`config.mk`:
```
export PLATFORM = sky130hd
export DESIGN_NAME = mem_access_ctrl
export DESIGN_NICKNAME = d
export VERILOG_FILES = /design/src/rtl/mem_access_ctrl_pkg.sv /design/src/rtl/mem_access_ctrl.sv
export SDC_FILE = /design/constraint.sdc
export NUM_CORES = 1
export LEC_CHECK = 0
export BUFFER_PORTS_ARGS = -buffer_cell sky130_fd_sc_hd__clkbuf_2
export CAP_MARGIN = 20
export CORE_ASPECT_RATIO = 1.1
export CORE_UTILIZATION = 45
export DETAILED_ROUTE_END_ITERATION = 16
export PLACE_DENSITY = 0.78
export SYNTH_ARGS = -nofsm -noshare
export SYNTH_HDL_FRONTEND = slang
export SYNTH_SLANG_ARGS = --single-unit
export TNS_END_PERCENT = 20
```
`constraint.sdc`:
```
create_clock -name clk -period 2.1 [get_ports clk]
set_input_delay 0.315 -clock clk [delete_from_list [all_inputs] [get_ports clk]]
set_output_delay 0.315 -clock clk [all_outputs]
set_load 0.02 [all_outputs]
```
`src/rtl/mem_access_ctrl_pkg.sv`:
```
// Shared constants and FSM encoding for the burst memory access controller.
package mem_access_ctrl_pkg;

    localparam int ADDR_W = 4;
    localparam int DATA_W = 8;

    typedef enum logic [2:0] {
        IDLE       = 3'd0,
        WR_BEAT    = 3'd1,
        RD_ISSUE   = 3'd2,
        RD_CAPTURE = 3'd3,
        RD_OUT     = 3'd4,
        DONE       = 3'd5
    } state_t;

endpackage

```
`src/rtl/mem_access_ctrl.sv`:
```
// Burst controller between a valid/ready host port and a single-port synchronous memory.
// Writes go straight through one beat per accepted wdata; reads take issue/capture/output cycles.
module mem_access_ctrl #(
    parameter int ADDR_W = mem_access_ctrl_pkg::ADDR_W,
    parameter int DATA_W = mem_access_ctrl_pkg::DATA_W
) (
    input  logic              clk,
    input  logic              rst_n,
    input  logic              req_valid,
    output logic              req_ready,
    input  logic              req_write,
    input  logic [ADDR_W-1:0] req_addr,
    input  logic [ADDR_W-1:0] req_len,
    input  logic [DATA_W-1:0] wdata,
    input  logic              wdata_valid,
    output logic              wdata_ready,
    output logic [DATA_W-1:0] rdata,
    output logic              rdata_valid,
    input  logic              rdata_ready,
    output logic              done,
    output logic [ADDR_W-1:0] mem_addr,
    output logic              mem_enable,
    output logic              mem_read_write,
    output logic [DATA_W-1:0] mem_wdata,
    input  logic [DATA_W-1:0] mem_rdata
);

    import mem_access_ctrl_pkg::*;

    state_t              state_reg, state_next;
    logic [ADDR_W-1:0]   addr_reg, addr_next;
    logic [ADDR_W-1:0]   cnt_reg, cnt_next;
    logic [DATA_W-1:0]   rdata_reg, rdata_next;
    logic                beat_done;

    always_ff @(posedge clk) begin
        if (!rst_n) begin
            state_reg <= IDLE;
            addr_reg  <= '0;
            cnt_reg   <= '0;
            rdata_reg <= '0;
        end else begin
            state_reg <= state_next;
            addr_reg  <= addr_next;
            cnt_reg   <= cnt_next;
            rdata_reg <= rdata_next;
        end
    end

    always_comb begin
        state_next     = state_reg;
        addr_next      = addr_reg;
        cnt_next       = cnt_reg;
        rdata_next     = rdata_reg;
        beat_done      = 1'b0;
        req_ready      = 1'b0;
        wdata_ready    = 1'b0;
        rdata_valid    = 1'b0;
        done           = 1'b0;
        mem_enable     = 1'b0;
        mem_read_write = 1'b1;
        mem_wdata      = '0;
        mem_addr       = addr_reg;

        case (state_reg)
            IDLE: begin
                req_ready = 1'b1;
                if (req_valid) begin
                    addr_next  = req_addr;
                    cnt_next   = req_len;
                    state_next = req_write ? WR_BEAT : RD_ISSUE;
                end
            end
            WR_BEAT: begin
                wdata_ready = wdata_valid;
                if (wdata_valid) begin
                    mem_enable     = 1'b1;
                    mem_read_write = 1'b0;
                    mem_wdata      = wdata;
                    beat_done      = 1'b1;
                end
            end
            RD_ISSUE: begin
                mem_enable = 1'b1;
                state_next = RD_CAPTURE;
            end
            RD_CAPTURE: begin
                rdata_next = mem_rdata;
                state_next = RD_OUT;
            end
            RD_OUT: begin
                rdata_valid = 1'b1;
                beat_done   = rdata_ready;
            end
            DONE: begin
                done       = 1'b1;
                state_next = IDLE;
            end
            default: state_next = IDLE;
        endcase

        // Shared beat bookkeeping for both directions; address wraps silently.
        if (beat_done) begin
            addr_next = addr_reg + 1'b1;
            if (cnt_reg == '0) begin
                state_next = DONE;
            end else begin
                cnt_next   = cnt_reg - 1'b1;
                state_next = (state_reg == WR_BEAT) ? WR_BEAT : RD_ISSUE;
            end
        end

        // Asserted reset masks the outputs at once so an interrupted burst
        // cannot commit one more beat on the reset edge itself.
        if (!rst_n) begin
            req_ready      = 1'b1;
            wdata_ready    = 1'b0;
            rdata_valid    = 1'b0;
            done           = 1'b0;
            mem_enable     = 1'b0;
            mem_read_write = 1'b1;
            mem_wdata      = '0;
            mem_addr       = '0;
        end
    end

    assign rdata = rdata_reg;

endmodule

```
; ---- After elaboration in Yosys (flattened, before gate mapping)
; Index checks and enable logic that the tools add are counted.
[totals]
out_inout_bits = 26
in_bits = 30
elab_cells = 52
regBits = 19
[classes]
reduce_logical = 7
n_eq_ne = 7
muxes = 32
n_addsub = 2
[op_table]
columns = op, n
row1 = 4-bit two-way mux, 8
row2 = 8-bit two-way mux, 3
row3 = 1-bit two-way mux, 13
row4 = 3-bit case mux with 4 select lines, 1
row5 = 3-bit two-way mux, 3
row6 = 3-bit by 2-bit equality test with 1-bit output (second input constant), 2
row7 = 3-bit equality test (second input constant), 2
row8 = 4-bit by 1-bit adder with 4-bit output (second input constant), 1
row9 = 4-bit zero test, 1
row10 = 2-bit two-way mux, 2
row11 = 1-bit case mux with 2 select lines, 2
row12 = 2-bit AND reduction, 2
row13 = 2-bit nonzero test, 2
row14 = 4-bit by 1-bit subtractor with 4-bit output (second input constant), 1
row15 = 3-bit by 1-bit equality test with 1-bit output (second input constant), 1
row16 = 3-bit zero test, 1
row17 = 3-bit inequality test (second input constant), 1
row18 = 2-bit by 1-bit inequality test with 1-bit output (second input constant), 1
row19 = 2-bit OR reduction, 1

; ---- Longest topological paths before layout
; Gate-level depths: netlist (run 1).
[depth]
word_depth = 4
depth_mapped = 6

; ---- Least setup slack after synthesis (run 1)
; No wires, ideal clock.
[synth_path]
path_kind = register to output
from = register state_reg[1]
to = output mem_enable
stages_incl_launch_ff = 5
n_path_buf = 1
path_slack_ns = 0.372
arrival_time_ns = 1.413
cell_sequence = dfxtp_1 clkbuf_1 nor2b_1 a21oi_1 nor3b_1
[synth_via]
elab_chain_cells = 3
[synth_rtl]
columns = item, line
row1 = start: declaration, mem_access_ctrl.sv:30  ; state_t state_reg, state_next;
row2 = start signal: assignment, mem_access_ctrl.sv:43  ; state_reg <= state_next;
row3 = 3-bit by 2-bit equality test with 1-bit output / 3-bit by 1-bit equality test with 1-bit output (equally long branches), mem_access_ctrl.sv:65  ; case (state_reg)
row4 = 1-bit case mux with 2 select lines *, mem_access_ctrl.sv:65
row5 = 1-bit two-way mux *, mem_access_ctrl.sv:115  ; if (!rst_n) begin
row6 = end: declaration, mem_access_ctrl.sv:22  ; output logic mem_enable,
; Mark *: on every way between the ends. The rest lies on a longest branch, timed or not.

; ---- Final worst setup path (run 1)
[layout_path]
from = register state_reg[0]
to = output mem_wdata[7]
[layout_via]
elab_chain_cells = 3
[layout_rtl]
columns = item, line
row1 = 3-bit by 1-bit equality test with 1-bit output, mem_access_ctrl.sv:65
row2 = 8-bit two-way mux, mem_access_ctrl.sv:65
row3 = 8-bit two-way mux, mem_access_ctrl.sv:115
row4 = end: declaration, mem_access_ctrl.sv:24  ; output logic [DATA_W-1:0] mem_wdata,
; No other way between the ends.

==> metrics.md, run 1 <==
| Metric | Value |
|---|---|
| Largest net degree at the start of global routing | 23 |
| Setup crit start kind | flip-flop |
| RSZ-0062 raised after global routing | no |
| Period minus WS final | 1.931 ns |
| Synthesis Warnings | 0 |
| Avg WL per Cell | ~12 um |
| First-pass GRT wire length | 4188 um |
| Max VDD drop | about 0.84 mV |
| Worst Hold Endpoint | rdata[3] |
| Finished Cell Area | about 1500 sq um |
| Fmax | between 500 and 600 MHz |
| Synth area leader | dfxtp_1 |
| Area growth syn-to-layout | 30.66% |
| Share of layout cells above drive strength 1 | 37.70% |
| Synth top area cells | dfxtp_1, mux2i_1, and2_1 |
| Final period util | 91.94% |
| TritonCTS buffer count | 3 |
| Post-synth EDFFs | 0 |
| Top-area cell type share of the netlist area | between 30% and 40% |
| Core Area | 2342 sq um |
| Crit path arrival time | 1.62 ns |
| Number of global-route vias before repair | between 900 and 1000 |
| Port bufs | 55 |
| DRT Pass-1 Iters | 4 |
| Clock skew | 0.005379 ns |
| Clk buf depth | 2 |
| Iter 0 DRT Violations | 19 |
| Clock H-tree levels | 1 |
| Clk root buf | clkbuf_4 |
| Share of the yosys chip area belonging to registers | 32.94% |
| Sequential cell area | 385.4 sq um |
| Die width | 50.30 um |
| Run status | complete, no violations |
| Worst reg2reg path depth | 6 |
| CP Capture Type | output pin |
| Slew headroom | between 60% and 70% |
| Setup TNS | 0 ns |
| Final-stage net count | around 220 |
| Worst Hold Depth | 3 |
| Crit path kind | flip-flop to output pin |
| Routability congestion estimate from global placement | about 0.85 |
| Chip Height | 55.13 um |
| DRC | 0 |
| Max reg flops | 8 |
| CTS clk-pin slew, worst paths | 0.10 ns |
| Die footprint | 2773 sq um |
| TritonCTS clock tree | built |
| Mapped Area | 1155 sq um |
| Std-Cell Rows | 18 |
| Global-route usage over all layers | slightly above 20% |
| Syn nets | between 150 and 200 |
| Cell Area, Placed | ~1500 sq um |
| Routed vias | 1167 |
| Post-synth top flop | dfxtp_1 |
| Layout fillers | 201 |
| Reg-to-reg startpoint | cnt_reg[0] |
| Worst Max-Slew Pin Slew | 0.4549 ns |
| Worst skew pair latency | around 0.30 ns |
| Worst r2r dst | cnt_reg[3] |
| Dpl cells | 217 |
| Final wirelength | 2652 um |
| I/O pin count | 56 |
| Final slew viol count | 0 |
| Setup bufs post-CTS | 0 |
| Via/cell ratio | 5.281 |
| Largest fanout on the critical path | 16 |
| Number of synthesized register bits | 19 |
| Final Hold Fails | 0 |
| Critical Path RT | 1.78 ns |
| Final setup fails | 0 |
| Post-DP HPWL | 2151 um |
| Library cells used by synthesis | 39 |
| Syn_area_per_cell | 8.555 sq um |
| Initial antenna violation count | 0 |
| Cell Pwr Density | approximately 1100 nW/um^2 |
| Antenna Nets Post-Route | 0 |
| Area of the multi-input gates | approximately 720 sq um |
| Mapped Cells | 135 |
| CTS sink cnt | 19 |
| Leakage Power | 0.7925 nW |
| # hold bufs at CTS | 0 |
| Starting Density | 49.31% |
| Final Non-Filler Cells | 221 |
| HP Class | input pin to flip-flop |
| Max Cap Viol | 0 |
| Async SR Flop Fraction | 0% |
| Final global-route overflow total | 0 |
| Antenna cells | 0 |
| Reg2Reg Setup Slack | 0.36 ns |
| Hold Crit Start | mem_rdata[3] |
[what timing repair did]
action                                  CTS  global route
endpoints found under the setup margin    8             8
resized for setup                         1             2
cloned                                    0             0
[Yosys cell counts, drive strengths merged, types with 2 or more instances]
master    n
a21boi    2
a21oi     7
a22o      2
a2bb2oi   2
and2     11
and4bb    2
buf       2
clkbuf    7
dfxtp    19
ha        2
inv       6
mux2i    10
nand2    10
nand2b    2
nand3     4
nor2      7
nor2b    10
nor3      4
nor3b     2
o211a     2
o21a      2
o21ai     2
o31ai     2
or3b      2
[per-stage QoR]
stage	setup WS, ns	hold WS (ns)	utilization, %	power [mW]
global placement	0.3495	0.4651	63.03	1.435
finish	0.1693	0.2626	64.42	1.652
detailed placement	0.2610	0.4691	63.03	1.468
global route	0.05472	0.2604	64.42	1.788
floorplan	0.3723	0.4507	-	1.227
CTS	0.07550	0.2614	64.26	1.658
[area by class of cell]
type | instances | area share, %
timing repair buffer | 61 | 21.23
sequential | 19 | 25.54
inverter | 6 | 1.493
clock inverter | 1 | 0.3317
multi-input combinational | 101 | 47.43
tap | 30 | 2.488
clock buffer | 3 | 1.493
[cell families (layout without fill, tap and decap cells)]
kind of cell               Yosys count  count (layout)  synth area share, %
buffers and inverters               15              71                5.092
xor gates and xnor gates             1               1               0.7585
muxes                               10              10                8.668
and+or+nand+nor                     59              59                31.42
adders and majority gates            2               2                2.167
AOI/OAI and AO/OA                   29              29                18.96
DFF                                 19              19                32.94
[worst max-delay path: stages, from the launching register on]
cell and delay, ns:
dfxtp_4 0.45, nor2b_1 0.18, and4b_1 0.36, and2_1 0.17, clkbuf_2 0.16
[where the power goes]
part / total, mW / switching, mW / internal (mW)
logic: 0.870 / 0.447 / 0.423
clock network: 0.188 / 0.117 / 0.0711
registers: 0.593 / 0.136 / 0.458
total: 1.65 / 0.700 / 0.951
[how the worst max path moves through the flow]
| stage | slack, ns | cells past startpoint | start | endpoint |
|---|---|---|---|---|
| 2_1_floorplan | 0.37 | 4 | state_reg[1] | mem_enable |
| 3_3_place_gp | 0.35 | 4 | state_reg[0] | mem_wdata[5] |
| 3_5_place_dp | 0.26 | 4 | state_reg[0] | mem_wdata[3] |
| 4_1_cts | 0.08 | 4 | state_reg[1] | mem_wdata[3] |
| 5_1_grt | 0.05 | 4 | state_reg[0] | mem_wdata[1] |
| 6_report | 0.17 | 4 | state_reg[0] | mem_wdata[7] |
[layer usage]
layer | global-route usage (%) | vias to the layer above | part of all wire, %
li1 | - | 591 | -
met1 | 24.79 | 520 | 43
met2 | 35.11 | 52 | 47
met3 | 4.372 | 4 | 8.2
met4 | 8.333 | 0 | 1.5
met5 | 0 | - | 0
[cells in the final DEF, fill, tap and decap left out, types with 2 or more instances in the layout]
cell	n
o21ai_1	2
nor3b_1	2
o31ai_1	2
o21a_1	2
nor3_1	4
inv_1	6
buf_4	6
a21oi_1	7
nand3_1	4
nor2b_1	10
and4bb_1	2
and2_1	11
a22o_1	2
nor2_1	7
nand2b_1	2
o211a_1	2
mux2i_1	10
dfxtp_1	17
clkbuf_2	55
nand2_1	10
ha_1	2
or3b_2	2
a2bb2oi_1	2
clkbuf_4	3
Power figures use the tool's default switching activity.
==> run 2: changes to the inputs <==
- GPL_TIMING_DRIVEN: default -> 0
==> run 2 against run 1 <==
Net effect:
- highest routed layer unchanged
- non-clock buffer count up 1
- sequential share of layout area about the same
- total power shrank 1.3%
- largest cell class unchanged
==> metrics.md, run 2 (synthesis gave the netlist of run 1 again) <==
| Metric | Value |
|---|---|
| Via/cell ratio | 5.333 (+1.0%) |
| Worst skew pair latency | 0.29 ns (about the same) |
| Max VDD drop | 0.5524 mV (-34%) |
| Clock H-tree levels | 1 (unchanged) |
| Crit path kind | flip-flop to output pin |
| Worst reg2reg path depth | 6 (unchanged) |
| Post-DP HPWL | 2058 um (-4.3%) |
| CP most frequent cell | clkbuf_2 |
| Delay-heaviest family, CP | flip-flops |
| CTS sink cnt | 19 (unchanged) |
| Final setup fails | 0 (unchanged) |
| Core Area | 2342 sq um (unchanged) |
| Hold WS | 0.2669 ns (+0.004255 ns) |
| CP Capture Type | output pin |
| Largest fanout on the critical path | 10 (-6) |
| Setup crit start kind | flip-flop |
| Critical Path RT | 1.78 ns (about the same) |
| Worst Max-Slew Pin Slew | 0.5755 ns (+0.1205 ns) |
| Final Hold Fails | 0 (unchanged) |
| Setup crit start | state_reg[1] |
| I/O pin count | 56 (unchanged) |
| Net Switching | 704.4 uW (+0.62%) |
| HP Class | input pin to flip-flop |
| Routability congestion estimate from global placement | 0.7984 (-5.9%) |
| TritonCTS buffer count | 3 (unchanged) |
| CP max-delay cell | dfxtp_1 |
| Number of global-route vias before repair | 1027 (+6.9%) |
| Fmax | 514.8 MHz (-0.60%) |
| Crit path depth | 5 (+1) |
| TritonCTS clock tree | built |
| Run status | complete, no violations |
| Iter 0 DRT Violations | 25 (+6) |
| Largest net degree at the start of global routing | 11 (-52%) |
| Crit path cell chain | clkbuf_2 -> nor2b_1 -> a21oi_1 -> nor3b_1 -> clkbuf_2 |
| Clk buf depth | 2 (unchanged) |
| DRT Pass-1 Iters | 4 (unchanged) |
| Avg WL per Cell | 11.97 um (-0.26%) |
| Max reg flops | 8 (unchanged) |
| Final global-route overflow total | 0 (unchanged) |
| Critical path endpoint | mem_enable |
| Final wirelength | 2657 um (+0.19%) |
| Most frequent cells in the layout | clkbuf_2, dfxtp_1, and2_1 |
| Most common cell after layout, fill and taps aside | clkbuf_2 |
| Routed vias | 1184 (+1.5%) |
| Die footprint | 2773 sq um (unchanged) |
| Internal | 926.3 uW (-2.6%) |
| Crit path largest cell delay | 0.48 ns (+0.03 ns) |
| Std-Cell Rows | 18 (unchanged) |
| Final slew viol count | 0 (unchanged) |
| Comb pwr share | 54.7% (+2.0 points) |
| Die width | 50.30 um (unchanged) |
| Area growth syn-to-layout | 28.82% |
| Setup TNS | 0 ns (unchanged) |
| Final-stage net count | 225 (+0.45%) |
| Port bufs | 54 (-1.8%) |
| RSZ-0062 raised after global routing | no |
| DRC | 0 (unchanged) |
| Global-route usage over all layers | 19.04% (-1.3 points) |
| Clock power frac | 11.2% (-0.2 points) |
| Clk root buf | clkbuf_4 |
| Reg2Reg Setup Slack | 0.37 ns (about the same) |
| Starting Density | 49.31% (unchanged) |
| Fraction of power spent switching nets | 43.20% (+0.81 points) |
| CTS clk-pin slew, worst paths | 0.10 ns (about the same) |
| Slew headroom | 61.47% (-8.0 points) |
| Clock skew | 0.0007304 ns (-0.004648 ns) |
| Chip Height | 55.13 um (unchanged) |
| Reg-to-reg startpoint | cnt_reg[0] |
| Cell Pwr Density | 1096 nW/um^2 (+0.15%) |
| Max Cap Viol | 0 (unchanged) |
| Leakage Power | 0.7705 nW (-2.8%) |
| Period minus WS final | 1.942 ns (+0.01175 ns) |
| Crit path arrival time | 1.63 ns (about the same) |
| Initial antenna violation count | 0 (unchanged) |
| Share of layout cells above drive strength 1 | 34.38% (-3.3 points) |
| Worst r2r dst | cnt_reg[3] |
| Seq pwr share | 34.1% (-1.8 points) |
| Antenna Nets Post-Route | 0 (unchanged) |
| Antenna cells | 0 (unchanged) |
| Critical path buffers and inverters | 2 (+1) |
| Setup bufs post-CTS | 0 (unchanged) |
| # hold bufs at CTS | 0 (unchanged) |
| First-pass GRT wire length | 4091 um (-2.3%) |
| Final period util | 92.50% (+0.56 points) |
[run 2: how the worst min path moves through the flow]
stage            startpoint          end  depth (start not counted)
3_3_place_gp    addr_reg[3]  addr_reg[3]                          2
3_5_place_dp    addr_reg[3]  addr_reg[3]                          2
6_report       mem_rdata[1]     rdata[1]                          3
4_1_cts        mem_rdata[1]     rdata[1]                          3
2_1_floorplan   addr_reg[3]  addr_reg[3]                          2
5_1_grt        mem_rdata[3]     rdata[3]                          3
[run 2: repair_timing]
item	CTS	global route
hold endpoints to repair	0	0
setup endpoints to repair	0	11
resized for setup	0	3
[run 2: metal layers]
layer | vias to the layer above | part of all wire (%) | track usage [%]
li1 | 590 | - | -
met1 | 525 | 43 | 22.59
met2 | 67 | 47 | 34.22
met3 | 2 | 9.6 | 2.732
met4 | 0 | 0.26 | 9.259
met5 | - | 0 | 0
[run 2: metrics by stage]
step | instance area, sq um | power (mW) | instances | worst slack [ns] | util, %
6_report | 1488 | 1.631 | 222 | 0.1576 | 63.52
5_1_grt | 1488 | 1.763 | 222 | 0.02242 | 63.52
4_1_cts | 1489 | 1.623 | 223 | 0.02485 | 63.57
3_5_place_dp | 1463 | 1.444 | 219 | 0.3324 | 62.45
3_3_place_gp | 1463 | 1.411 | 219 | 0.3815 | 62.45
2_1_floorplan | 1155 | 1.227 | 135 | 0.3723 | -
[run 2: power by group through the flow]
stage	Clock (mW)	Sequential (mW)	Combinational [mW]
detailed placement	0	0.560	0.884
global route	0.204	0.568	0.991
CTS	0.184	0.553	0.886
finish	0.183	0.555	0.892
floorplan	0	0.556	0.670
global placement	0	0.555	0.856
[run 2: area by class of cell]
class	instances	area, sq um
buffer	8	33.78
multi-input combinational	101	716.9
clock buffer	4	26.28
inverter	6	22.52
timing repair buffer	54	270.3
fill	210	854.6
sequential	19	380.4
tap	30	37.54
[run 2: worst reg2reg max path, cell delays in order (launching register included)]
cell and delay (ns):
dfxtp_1 0.35, inv_1 0.07, ha_1 0.19, or3b_2 0.50, o21ai_1 0.25, nand3_1 0.14
o211a_1 0.15
==> run 3: changes to the inputs <==
- CELL_PAD_IN_SITES_DETAIL_PLACEMENT: default -> 1
- CELL_PAD_IN_SITES_GLOBAL_PLACEMENT: default -> 2
- CORE_UTILIZATION: 45 -> 25
- PLACE_DENSITY: 0.78 -> default
- PLACE_DENSITY_LB_ADDON: default -> 0.1
==> run 3 against run 2 <==
Net effect:
- maximum frequency fell by 0.19%
- sequential cell count stayed put
- largest power group unchanged
- largest cell class unchanged
- combinational power is 2% higher
- highest routed layer unchanged
==> metrics.md, run 3 (synthesis gave the netlist of run 1 again) <==
| Metric | Value |
|---|---|
| Run status | complete, no violations |
| First-pass GRT wire length | 5430 um (+33%) |
| Final setup fails | 0 (unchanged) |
| Std-Cell Rows | 25 (+7) |
| Cell Area, Placed | 1493 sq um (+2.1%) |
| Initial antenna violation count | 0 (unchanged) |
| Cell Pwr Density | 1124 nW/um^2 (+2.5%) |
| Number of global-route vias before repair | 1185 (+15%) |
| CTS sink cnt | 19 (unchanged) |
| Final global-route overflow total | 0 (unchanged) |
| DRC | 0 (unchanged) |
| I/O pin count | 56 (unchanged) |
| CTS clk-pin slew, worst paths | 0.07 ns (-0.03 ns) |
| Crit path cell chain | nor2b_1 -> and4b_1 -> and2_1 -> clkbuf_2 |
| Most frequent cells in the layout | clkbuf_2, dfxtp_1, and2_1 |
| Max VDD drop | 0.3243 mV (-41%) |
| Worst Max-Slew Pin Slew | 0.6167 ns (+0.04127 ns) |
| # hold bufs at CTS | 0 (unchanged) |
| Chip Height | 73.29 um (+33%) |
| Period minus WS final | 1.946 ns (+0.003727 ns) |
| Slew headroom | 58.71% (-2.8 points) |
| Final slew viol count | 0 (unchanged) |
| Antenna cells | 0 (unchanged) |
| Final Hold Fails | 0 (unchanged) |
| Final wirelength | 3297 um (+24%) |
| Port bufs | 54 (unchanged) |
| Setup crit start kind | flip-flop |
| TritonCTS clock tree | built |
| Global-route usage over all layers | 14.18% (-4.9 points) |
| Clock H-tree levels | 1 (unchanged) |
| Clk buf depth | 2 (unchanged) |
| CP Capture Type | output pin |
| Setup TNS | 0 ns (unchanged) |
| Worst skew pair latency | 0.26 ns (-0.03 ns) |
| Final-stage net count | 225 (unchanged) |
| Critical Path RT | 1.78 ns (about the same) |
| Final period util | 92.67% (+0.18 points) |
| Finished Cell Area | 1535 sq um (+3.2%) |
| Crit path arrival time | 1.63 ns (about the same) |
| Iter 0 DRT Violations | 31 (+24%) |
| Fmax | 513.8 MHz (-0.19%) |
| Largest fanout on the critical path | 10 (unchanged) |
| Max reg flops | 8 (unchanged) |
| Share of layout cells above drive strength 1 | 33.85% (-0.52 points) |
| DRT Pass-1 Iters | 3 (-1) |
| Die footprint | 4896 sq um (+77%) |
| Most common cell after layout, fill and taps aside | clkbuf_2 |
| Clock skew | 0.001250 ns (+0.0005194 ns) |
| Core Area | 4379 sq um (+87%) |
| HP Class | input pin to flip-flop |
| Delay-heaviest family, CP | simple AND/OR/NAND/NOR gates |
| Area growth syn-to-layout | 32.94% |
| Routability congestion estimate from global placement | 0.7852 (-1.7%) |
| Starting Density | 26.37% (-23 points) |
| Antenna Nets Post-Route | 0 (unchanged) |
| Avg WL per Cell | 13.40 um (+12%) |
| TritonCTS buffer count | 3 (unchanged) |
| Post-DP HPWL | 2584 um (+26%) |
| Crit path kind | flip-flop to output pin |
| Max Cap Viol | 0 (unchanged) |
| CP max-delay cell | dfxtp_1 |
| Largest net degree at the start of global routing | 11 (unchanged) |
| Die width | 66.81 um (+33%) |
| Clk root buf | clkbuf_8 |
| Crit path largest cell delay | 0.45 ns (-0.03 ns) |
| Routed vias | 1179 (-0.42%) |
| Leakage Power | 0.7788 nW (+1.1%) |
| Via/cell ratio | 4.793 (-10%) |
| Critical path buffers and inverters | 1 (-1) |
| RSZ-0062 raised after global routing | no |
run 3: final cells by class:
type	count	area (sq um)
clock buffers	4	45.04
multi-input cells	101	715.7
repair buffers	54	270.3
plain buffers	8	33.78
inverters	6	22.52
flip-flops and latches	19	380.4
fillers	556	2844
well taps	54	67.56
run 3: what timing repair did:
item / in CTS / in global routing
setup endpoints to repair: 0 / 9
setup buffers: 0 / 0
resized for setup: 0 / 2
run 3: worst min-delay path, stage by stage:
cell and delay, ns:
clkbuf_2 0.07, mux2i_1 0.05, nor2b_1 0.09
run 3: final timing paths:
kind / slack (ns) / endpoint / startpoint / depth (start not counted)
worst min register to register: 0.48 / addr_reg[3] / addr_reg[3] / 2
worst max register to register: 0.38 / cnt_reg[0] / cnt_reg[0] / 6
worst max-delay path: 0.15 / mem_wdata[2] / state_reg[0] / 4
worst min-delay path: 0.31 / rdata[1] / mem_rdata[1] / 3
run 3: power breakdown:
group,internal (mW),switching (mW)
clock,0.135,0.124
combinational,0.400,0.510
sequential,0.451,0.105
run 3: metrics by stage:
stage	power (mW)	setup slack (ns)	std cells	utilization [%]	hold slack, ns
final	1.725	0.1539	246	35.06	0.3121
after global routing	1.878	0.001168	246	35.06	0.3277
after CTS	1.750	0.01304	247	35.11	0.3080
after detailed placement	1.479	0.1922	243	34.09	0.4757
after global placement	1.453	0.2440	243	34.09	0.4616
after floorplan	1.227	0.3723	135	-	0.4507
run 3: per-layer routing:
layer / vias to the layer above / part of all wire [%] / global-route usage, % / wire length (um)
met5: - / 0 / 0 / 0
met4: 0 / 0.88 / 3.546 / 29
met3: 4 / 5.0 / 2.174 / 165
met2: 35 / 47 / 23.91 / 1543
met1: 548 / 47 / 18.73 / 1559
li1: 592 / - / - / -
